[src/rtl/lcd_bus_pkg.sv]
// Shared definitions for the LCD bus-cycle initiator: FSM encoding, default
// phase timing and the position of the controller busy flag.
package lcd_bus_pkg;

    localparam int DEF_SETUP_CYC  = 2;
    localparam int DEF_STROBE_CYC = 16;
    localparam int DEF_HOLD_CYC   = 2;
    localparam int DEF_MAX_POLLS  = 255;
    localparam int BUSY_BIT       = 7;

    typedef enum logic [2:0] {
        ST_IDLE     = 3'd0,
        ST_SETUP    = 3'd1,
        ST_STROBE   = 3'd2,
        ST_HOLD     = 3'd3,
        ST_P_SETUP  = 3'd4,
        ST_P_STROBE = 3'd5,
        ST_P_HOLD   = 3'd6,
        ST_DONE     = 3'd7
    } busState_t;

    function automatic int maxOf3(input int a, input int b, input int c);
        int m;
        m = (a > b) ? a : b;
        return (m > c) ? m : c;
    endfunction

endpackage

[src/rtl/lcd_bus_master_if.sv]
// Request/response handshake plus peripheral bus pins of the LCD bus master.
// The master modport is the initiator's view; slave is the requester/bus side.
interface lcd_bus_master_if;
    logic       req_valid;
    logic       req_ready;
    logic       req_rs;
    logic       req_rnw;
    logic [7:0] req_data;
    logic       rsp_valid;
    logic [7:0] rsp_data;
    logic       timeout;
    logic       nCS;
    logic       nWR;
    logic       nRD;
    logic       RS;
    logic [7:0] db_out;
    logic       db_oe;
    logic [7:0] db_in;

    modport master (
        input  req_valid, req_rs, req_rnw, req_data, db_in,
        output req_ready, rsp_valid, rsp_data, timeout,
        output nCS, nWR, nRD, RS, db_out, db_oe
    );

    modport slave (
        output req_valid, req_rs, req_rnw, req_data, db_in,
        input  req_ready, rsp_valid, rsp_data, timeout,
        input  nCS, nWR, nRD, RS, db_out, db_oe
    );
endinterface

[src/rtl/lcd_phase_timer.sv]
// Loadable down-counter timing one bus phase. A load of N makes 'expired' high
// during the N-th cycle after the load; the count then parks at zero.
module lcd_phase_timer #(
    parameter int WIDTH = 5
) (
    input  logic             clk,
    input  logic             rst,
    input  logic             load,
    input  logic [WIDTH-1:0] value,
    output logic             expired
);
    logic [WIDTH-1:0] count;

    always_ff @(posedge clk) begin
        if (rst) begin
            count <= '0;
        end else if (load) begin
            count <= value;
        end else if (count != '0) begin
            count <= count - 1'b1;
        end
    end

    // Reloading on expiry is what chains phases back to back without a gap.
    assign expired = (count == WIDTH'(1));

endmodule

[src/rtl/lcd_bus_master.sv]
// Bus-cycle initiator for the LCD path: turns byte requests into timed
// nCS/nWR/nRD/RS cycles and optionally polls the busy flag after each write.
module lcd_bus_master
    import lcd_bus_pkg::*;
#(
    parameter int SETUP_CYC  = DEF_SETUP_CYC,
    parameter int STROBE_CYC = DEF_STROBE_CYC,
    parameter int HOLD_CYC   = DEF_HOLD_CYC,
    parameter int POLL_EN    = 1,
    parameter int MAX_POLLS  = DEF_MAX_POLLS
) (
    input  logic             clk,
    input  logic             rst,
    lcd_bus_master_if.master bus
);
    localparam int PHASE_W = $clog2(maxOf3(SETUP_CYC, STROBE_CYC, HOLD_CYC) + 1);
    localparam int POLL_W  = $clog2(MAX_POLLS + 1);

    busState_t         state;
    logic              rnwReg;
    logic              gapReg;
    logic              busyReg;
    logic [7:0]        sampleReg;
    logic [POLL_W-1:0] pollCnt;
    logic              timerLoad;
    logic [PHASE_W-1:0] timerValue;
    logic              phaseDone;

    lcd_phase_timer #(.WIDTH(PHASE_W)) phaseTimer (
        .clk     (clk),
        .rst     (rst),
        .load    (timerLoad),
        .value   (timerValue),
        .expired (phaseDone)
    );

    // The timer is (re)loaded on the same edge the FSM enters the phase it times.
    always_comb begin
        timerLoad  = 1'b0;
        timerValue = PHASE_W'(SETUP_CYC);
        case (state)
            ST_IDLE:     timerLoad = bus.req_valid && bus.req_ready;
            ST_SETUP: begin
                timerLoad  = phaseDone;
                timerValue = PHASE_W'(STROBE_CYC);
            end
            ST_STROBE: begin
                timerLoad  = phaseDone;
                timerValue = PHASE_W'(HOLD_CYC);
            end
            ST_HOLD:     timerLoad = phaseDone && !rnwReg && (POLL_EN != 0);
            ST_P_SETUP: begin
                timerLoad = gapReg || phaseDone;
                if (!gapReg) timerValue = PHASE_W'(STROBE_CYC);
            end
            ST_P_STROBE: begin
                timerLoad  = phaseDone;
                timerValue = PHASE_W'(HOLD_CYC);
            end
            default: ;
        endcase
    end

    always_ff @(posedge clk) begin
        if (rst) begin
            state         <= ST_IDLE;
            rnwReg        <= 1'b0;
            gapReg        <= 1'b0;
            busyReg       <= 1'b0;
            sampleReg     <= '0;
            pollCnt       <= '0;
            bus.req_ready <= 1'b1;
            bus.rsp_valid <= 1'b0;
            bus.rsp_data  <= '0;
            bus.timeout   <= 1'b0;
            bus.nCS       <= 1'b1;
            bus.nWR       <= 1'b1;
            bus.nRD       <= 1'b1;
            bus.RS        <= 1'b0;
            bus.db_out    <= '0;
            bus.db_oe     <= 1'b0;
        end else begin
            bus.rsp_valid <= 1'b0;
            bus.timeout   <= 1'b0;
            case (state)
                ST_IDLE: begin
                    if (bus.req_valid && bus.req_ready) begin
                        rnwReg        <= bus.req_rnw;
                        bus.req_ready <= 1'b0;
                        bus.nCS       <= 1'b0;
                        bus.RS        <= bus.req_rs;
                        bus.db_oe     <= ~bus.req_rnw;
                        bus.db_out    <= bus.req_data;
                        state         <= ST_SETUP;
                    end
                end
                ST_SETUP: begin
                    if (phaseDone) begin
                        bus.nRD <= ~rnwReg;
                        bus.nWR <= rnwReg;
                        state   <= ST_STROBE;
                    end
                end
                ST_STROBE: begin
                    if (phaseDone) begin
                        sampleReg <= bus.db_in;
                        bus.nWR   <= 1'b1;
                        bus.nRD   <= 1'b1;
                        state     <= ST_HOLD;
                    end
                end
                ST_HOLD: begin
                    if (phaseDone) begin
                        if (!rnwReg && (POLL_EN != 0)) begin
                            // First poll follows the write with nCS still low.
                            gapReg     <= 1'b0;
                            pollCnt    <= POLL_W'(1);
                            bus.RS     <= 1'b0;
                            bus.db_oe  <= 1'b0;
                            bus.db_out <= '0;
                            state      <= ST_P_SETUP;
                        end else begin
                            if (rnwReg) begin
                                bus.rsp_valid <= 1'b1;
                                bus.rsp_data  <= sampleReg;
                            end
                            bus.nCS    <= 1'b1;
                            bus.RS     <= 1'b0;
                            bus.db_oe  <= 1'b0;
                            bus.db_out <= '0;
                            state      <= ST_DONE;
                        end
                    end
                end
                ST_P_SETUP: begin
                    if (gapReg) begin
                        gapReg  <= 1'b0;
                        bus.nCS <= 1'b0;
                    end else if (phaseDone) begin
                        bus.nRD <= 1'b0;
                        state   <= ST_P_STROBE;
                    end
                end
                ST_P_STROBE: begin
                    if (phaseDone) begin
                        busyReg <= bus.db_in[BUSY_BIT];
                        bus.nRD <= 1'b1;
                        state   <= ST_P_HOLD;
                    end
                end
                ST_P_HOLD: begin
                    if (phaseDone) begin
                        bus.nCS <= 1'b1;
                        if (busyReg && (pollCnt < POLL_W'(MAX_POLLS))) begin
                            pollCnt <= pollCnt + 1'b1;
                            gapReg  <= 1'b1;
                            state   <= ST_P_SETUP;
                        end else begin
                            bus.timeout <= busyReg;
                            state       <= ST_DONE;
                        end
                    end
                end
                ST_DONE: begin
                    bus.req_ready <= 1'b1;
                    state         <= ST_IDLE;
                end
                default: state <= ST_IDLE;
            endcase
        end
    end

endmodule

[src/flat_wrapper.sv]
// flat-port wrapper written by rule: the top's interface ports become plain ports
module lcd_bus_master_flat import lcd_bus_pkg::*;
#(
    parameter int SETUP_CYC  = DEF_SETUP_CYC,
    parameter int STROBE_CYC = DEF_STROBE_CYC,
    parameter int HOLD_CYC   = DEF_HOLD_CYC,
    parameter int POLL_EN    = 1,
    parameter int MAX_POLLS  = DEF_MAX_POLLS
)
  (clk, rst, bus_req_valid, bus_req_rs, bus_req_rnw, bus_req_data, bus_db_in, bus_req_ready, bus_rsp_valid, bus_rsp_data, bus_timeout, bus_nCS, bus_nWR, bus_nRD, bus_RS, bus_db_out, bus_db_oe);
  lcd_bus_master_if bus_i ();
  input  logic clk;
  input  logic rst;
  input wire logic [$bits(bus_i.req_valid)-1:0] bus_req_valid;
  input wire logic [$bits(bus_i.req_rs)-1:0] bus_req_rs;
  input wire logic [$bits(bus_i.req_rnw)-1:0] bus_req_rnw;
  input wire logic [$bits(bus_i.req_data)-1:0] bus_req_data;
  input wire logic [$bits(bus_i.db_in)-1:0] bus_db_in;
  output wire logic [$bits(bus_i.req_ready)-1:0] bus_req_ready;
  output wire logic [$bits(bus_i.rsp_valid)-1:0] bus_rsp_valid;
  output wire logic [$bits(bus_i.rsp_data)-1:0] bus_rsp_data;
  output wire logic [$bits(bus_i.timeout)-1:0] bus_timeout;
  output wire logic [$bits(bus_i.nCS)-1:0] bus_nCS;
  output wire logic [$bits(bus_i.nWR)-1:0] bus_nWR;
  output wire logic [$bits(bus_i.nRD)-1:0] bus_nRD;
  output wire logic [$bits(bus_i.RS)-1:0] bus_RS;
  output wire logic [$bits(bus_i.db_out)-1:0] bus_db_out;
  output wire logic [$bits(bus_i.db_oe)-1:0] bus_db_oe;
  assign bus_i.req_valid = bus_req_valid;
  assign bus_i.req_rs = bus_req_rs;
  assign bus_i.req_rnw = bus_req_rnw;
  assign bus_i.req_data = bus_req_data;
  assign bus_i.db_in = bus_db_in;
  assign bus_req_ready = bus_i.req_ready;
  assign bus_rsp_valid = bus_i.rsp_valid;
  assign bus_rsp_data = bus_i.rsp_data;
  assign bus_timeout = bus_i.timeout;
  assign bus_nCS = bus_i.nCS;
  assign bus_nWR = bus_i.nWR;
  assign bus_nRD = bus_i.nRD;
  assign bus_RS = bus_i.RS;
  assign bus_db_out = bus_i.db_out;
  assign bus_db_oe = bus_i.db_oe;
  lcd_bus_master #(.SETUP_CYC(SETUP_CYC), .STROBE_CYC(STROBE_CYC), .HOLD_CYC(HOLD_CYC), .POLL_EN(POLL_EN), .MAX_POLLS(MAX_POLLS)) u_core (.clk(clk), .rst(rst), .bus(bus_i));
endmodule
[config.mk]
export PLATFORM = sky130hd
export DESIGN_NAME = lcd_bus_master_flat
export DESIGN_NICKNAME = d
export VERILOG_FILES = /design/src/rtl/lcd_bus_pkg.sv /design/src/rtl/lcd_bus_master_if.sv /design/src/rtl/lcd_phase_timer.sv /design/src/rtl/lcd_bus_master.sv /design/src/flat_wrapper.sv
export SDC_FILE = /design/constraint.sdc
export NUM_CORES = 1
export LEC_CHECK = 0
export CAP_MARGIN = 15
export CORE_UTILIZATION = 45
export CTS_CLUSTER_DIAMETER = 30
export DETAILED_ROUTE_END_ITERATION = 7
export GPL_TIMING_DRIVEN = 0
export PLACE_DENSITY = 0.8
export SLEW_MARGIN = 25
export SYNTH_ARGS = -nofsm -noshare
export SYNTH_HDL_FRONTEND = slang
export SYNTH_SLANG_ARGS = --single-unit
[constraint.sdc]
create_clock -name clk -period 2.6 [get_ports clk]
set_clock_uncertainty 0.15 [all_clocks]
set_input_delay 0.52 -clock clk [delete_from_list [all_inputs] [get_ports clk]]
set_output_delay 0.52 -clock clk [all_outputs]
set_load 0.01 [all_outputs]
==> results_dict.tcl <==
set metrics [dict create \
    design.core.area_mm2 0.00524 \
    ys_warn_count 0 \
    max_cap_viol_count 0 \
    gp_congestion 0.916 \
    antenna_found_initial 0 \
    clkTransAtPathRegs_ps 100 \
    drive_gt1_share_pct 7.78 \
    ir_drop_mv 0.300 \
    syn_nets 308 \
    grt_overflow_total 0 \
    critPathMaxFanout 10 \
    clk_latency_ps 310 \
    drc 0 \
    synthArstFlopShare_pct 0 \
    max_freq_mhz 442 \
    crit_type "register to register" \
    yosysMostFrequentCell "dfxtp_1" \
    yosysTopAreaCell "dfxtp_1" \
    synth_seq_cells 51 \
    io_buffers 43 \
    ctsHtreeMaxLevel 2 \
    setup_viol 0 \
    viasPerCell 5.61 \
    yosysUniqueCellTypes 58 \
    ys.flop_type "dfxtp_1" \
    hpwl_mm 3.96 \
    status "completed" \
    worstSetupStartpointType "register" \
    fin_nets 358 \
    fillers 480 \
    crit_path_end_kind "register" \
    rsz0062_at_grt "no" \
    area_delta_synth_final_pct 26.8 \
    chipWidth_um 76.5 \
    p_int_w 0.00149 \
    tightestPinTransition_ps 871 \
    num_io_pins 45 \
    switching_power_w 0.000611 \
    power.share.clock_pct 31.2 \
    cts_tree "yes" \
    synthTopCellsByCount "dfxtp_1 (51), nand2_1 (29), nor2_1 (27)" \
    hold_buffers 0 \
    synth_top_area_share_pct 40.9 \
    wire_per_inst_um 13.9 \
    chipHeight_um 76.5 \
    postSynthAreaPerCell_um2 8.82 \
    period_share_pct 87.0 \
    grt_max_degree 17 \
    slew_viol_final 0 \
    die-area_mm2 0.00585 \
    dr.pass1.iters 4 \
    fin_tns_setup_ps 0 \
    n_antenna_cell 0 \
    timing.slew.headroom_pct 41.1 \
    ys_seq_area_share_pct 40.9 \
    final_util_pct 60.4 \
    grt_usage_pct 20.1 \
    p_comb_share_pct 25.5 \
    seqPwrFrac_pct 43.3 \
    cts_buffer_depth 2 \
    vias 2268 \
    synthCells 283 \
    p_sw_share_pct 29.1 \
    cts_sinks 51 \
    ant_nets 0 \
    hold_viol_final 0 \
    finalCriticalPeriod_ps 2260 \
    initial_core_util_pct 47.7 \
    power.leakage_nw 1.19 \
    synth.area.top_cells "dfxtp_1 (41%), mux2i_1 (10%), nand2_1 (4.4%)" \
    routed_wl_mm 5.60 \
    power_density_mw_per_mm2 664 \
    grt_first_pass_wirelength_mm 9.52 \
    whs_ps 312 \
    required_ps 2660 \
    first_global_vias 2127 \
    netlist_area_mm2 0.00250 \
    hp-class "register to register" \
    cts_inserted_buffers 5 \
    first_iter_violations 95 \
    cts_root_buffer "clkbuf_8" \
    row_count 26 \
    critPathArrivalTime_ps 2320 \
    synth_edf_count 0 \
]
final cells by class:
class	instances	area [µm²]	share of cell area, %
Multi-Input combinational cell	209	1380	43.7
Clock buffer	5	68.8	2.17
Sequential cell	51	1020	32.3
Inverter	7	26.3	0.830
Buffer	16	80.1	2.53
Clock inverter	3	67.6	2.13
Timing Repair Buffer	43	430	13.6
Tap cell	70	87.6	2.77
cell usage in the layout, fill, tap and decap left out, types with 3 or more instances in the layout:
cell type,count
a211o_1,5
a21o_1,4
a21oi_1,15
a221oi_1,3
and3_1,4
clkbuf_1,10
clkbuf_8,5
clkdlybuf4s50_1,43
dfxtp_1,51
ha_1,4
inv_1,6
mux2i_1,26
nand2_1,29
nand2b_1,5
nand3_1,9
nand3b_1,3
nor2_1,27
nor3_1,11
nor4_1,5
o21ai_0,14
o311a_1,3
or3_1,4
or3b_2,3
worst paths after layout:
path | startpoint | endpoint | slack (ps) | cells after the start
max | u_core.phaseTimer.count[1]$_SDFFE_PP0P_ | u_core.pollCnt[7]$_SDFFE_PP0P_ | 340 | 7
min | u_core.bus.db_out[0]$_SDFFE_PP0P_ | u_core.bus.db_out[0]$_SDFFE_PP0P_ | 310 | 2
max reg2reg | u_core.phaseTimer.count[1]$_SDFFE_PP0P_ | u_core.pollCnt[7]$_SDFFE_PP0P_ | 340 | 7
min reg2reg | u_core.bus.db_out[0]$_SDFFE_PP0P_ | u_core.bus.db_out[0]$_SDFFE_PP0P_ | 310 | 2
power groups by stage:
stage / Sequential (W) / Clock [W] / Combinational (W)
floorplan: 0.000918 / 0 / 0.000372
CTS: 0.000902 / 0.000673 / 0.000528
global placement: 0.000917 / 0 / 0.000512
finish: 0.000910 / 0.000656 / 0.000536
global route: 0.000918 / 0.000709 / 0.000584
detailed placement: 0.000919 / 0 / 0.000526
critical path, stage by stage, from the launching register on:
cell and delay, ps:
dfxtp_1 340, inv_1 100, ha_1 180, or4b_4 490
buf_6 170, a211oi_4 280, a21oi_2 130, a211o_1 300
layer usage:
metal  vias up  wire length, µm  track usage [%]
met2        64             2640             32.6
met4         0              119             12.7
met1      1069             2590             24.8
met3        10              249             3.35
li1       1125                -                -
met5         -                0                0
timing repair:
| action | CTS | global route |
|---|---|---|
| resized for setup | 0 | 1 |
| endpoints found under the hold margin | 0 | 0 |
| endpoints found under the setup margin | 0 | 3 |
| buffers inserted | 0 | 0 |
state kept, by name, summed over array words and instances (netlist names):
| name | cells |
|---|---|
| u_core.bus.nRD | 1 |
| u_core.rnwReg | 1 |
| u_core.sampleReg | 8 |
| u_core.phaseTimer.count | 5 |
| u_core.bus.db_oe | 1 |
| u_core.bus.req_ready | 1 |
| u_core.bus.db_out | 8 |
| u_core.bus.rsp_valid | 1 |
| u_core.gapReg | 1 |
| u_core.bus.rsp_data | 8 |
| u_core.pollCnt | 8 |
| u_core.state | 3 |
| u_core.bus.RS | 1 |
| u_core.bus.nWR | 1 |
| u_core.bus.nCS | 1 |
| u_core.bus.timeout | 1 |
| u_core.busyReg | 1 |
metrics by stage:
| stage | worst slack [ps] | power [W] | cells | cell area, µm² |
|---|---|---|---|---|
| 2_1_floorplan | 570 | 0.00129 | 283 | 2500 |
| 3_3_place_gp | 315 | 0.00143 | 396 | 3010 |
| 3_5_place_dp | 211 | 0.00145 | 396 | 3010 |
| 4_1_cts | 187 | 0.00210 | 404 | 3150 |
| 5_1_grt | 254 | 0.00221 | 404 | 3170 |
| 6_report | 339 | 0.00210 | 404 | 3170 |
logic make-up (layout without fill, tap and decap cells):
kind of cell	Yosys count	in the layout	synth area share, %
XOR/XNOR	2	2	0.702
adder cells (fa/ha/maj)	4	4	2.01
multiplexers	27	27	10.9
buffers and inverters	23	74	4.26
AND/OR/NAND/NOR	116	116	24.7
AO/OA/AOI/OAI	60	60	16.6
flip-flops	51	51	40.9
(Power assumes the default switching activity.)
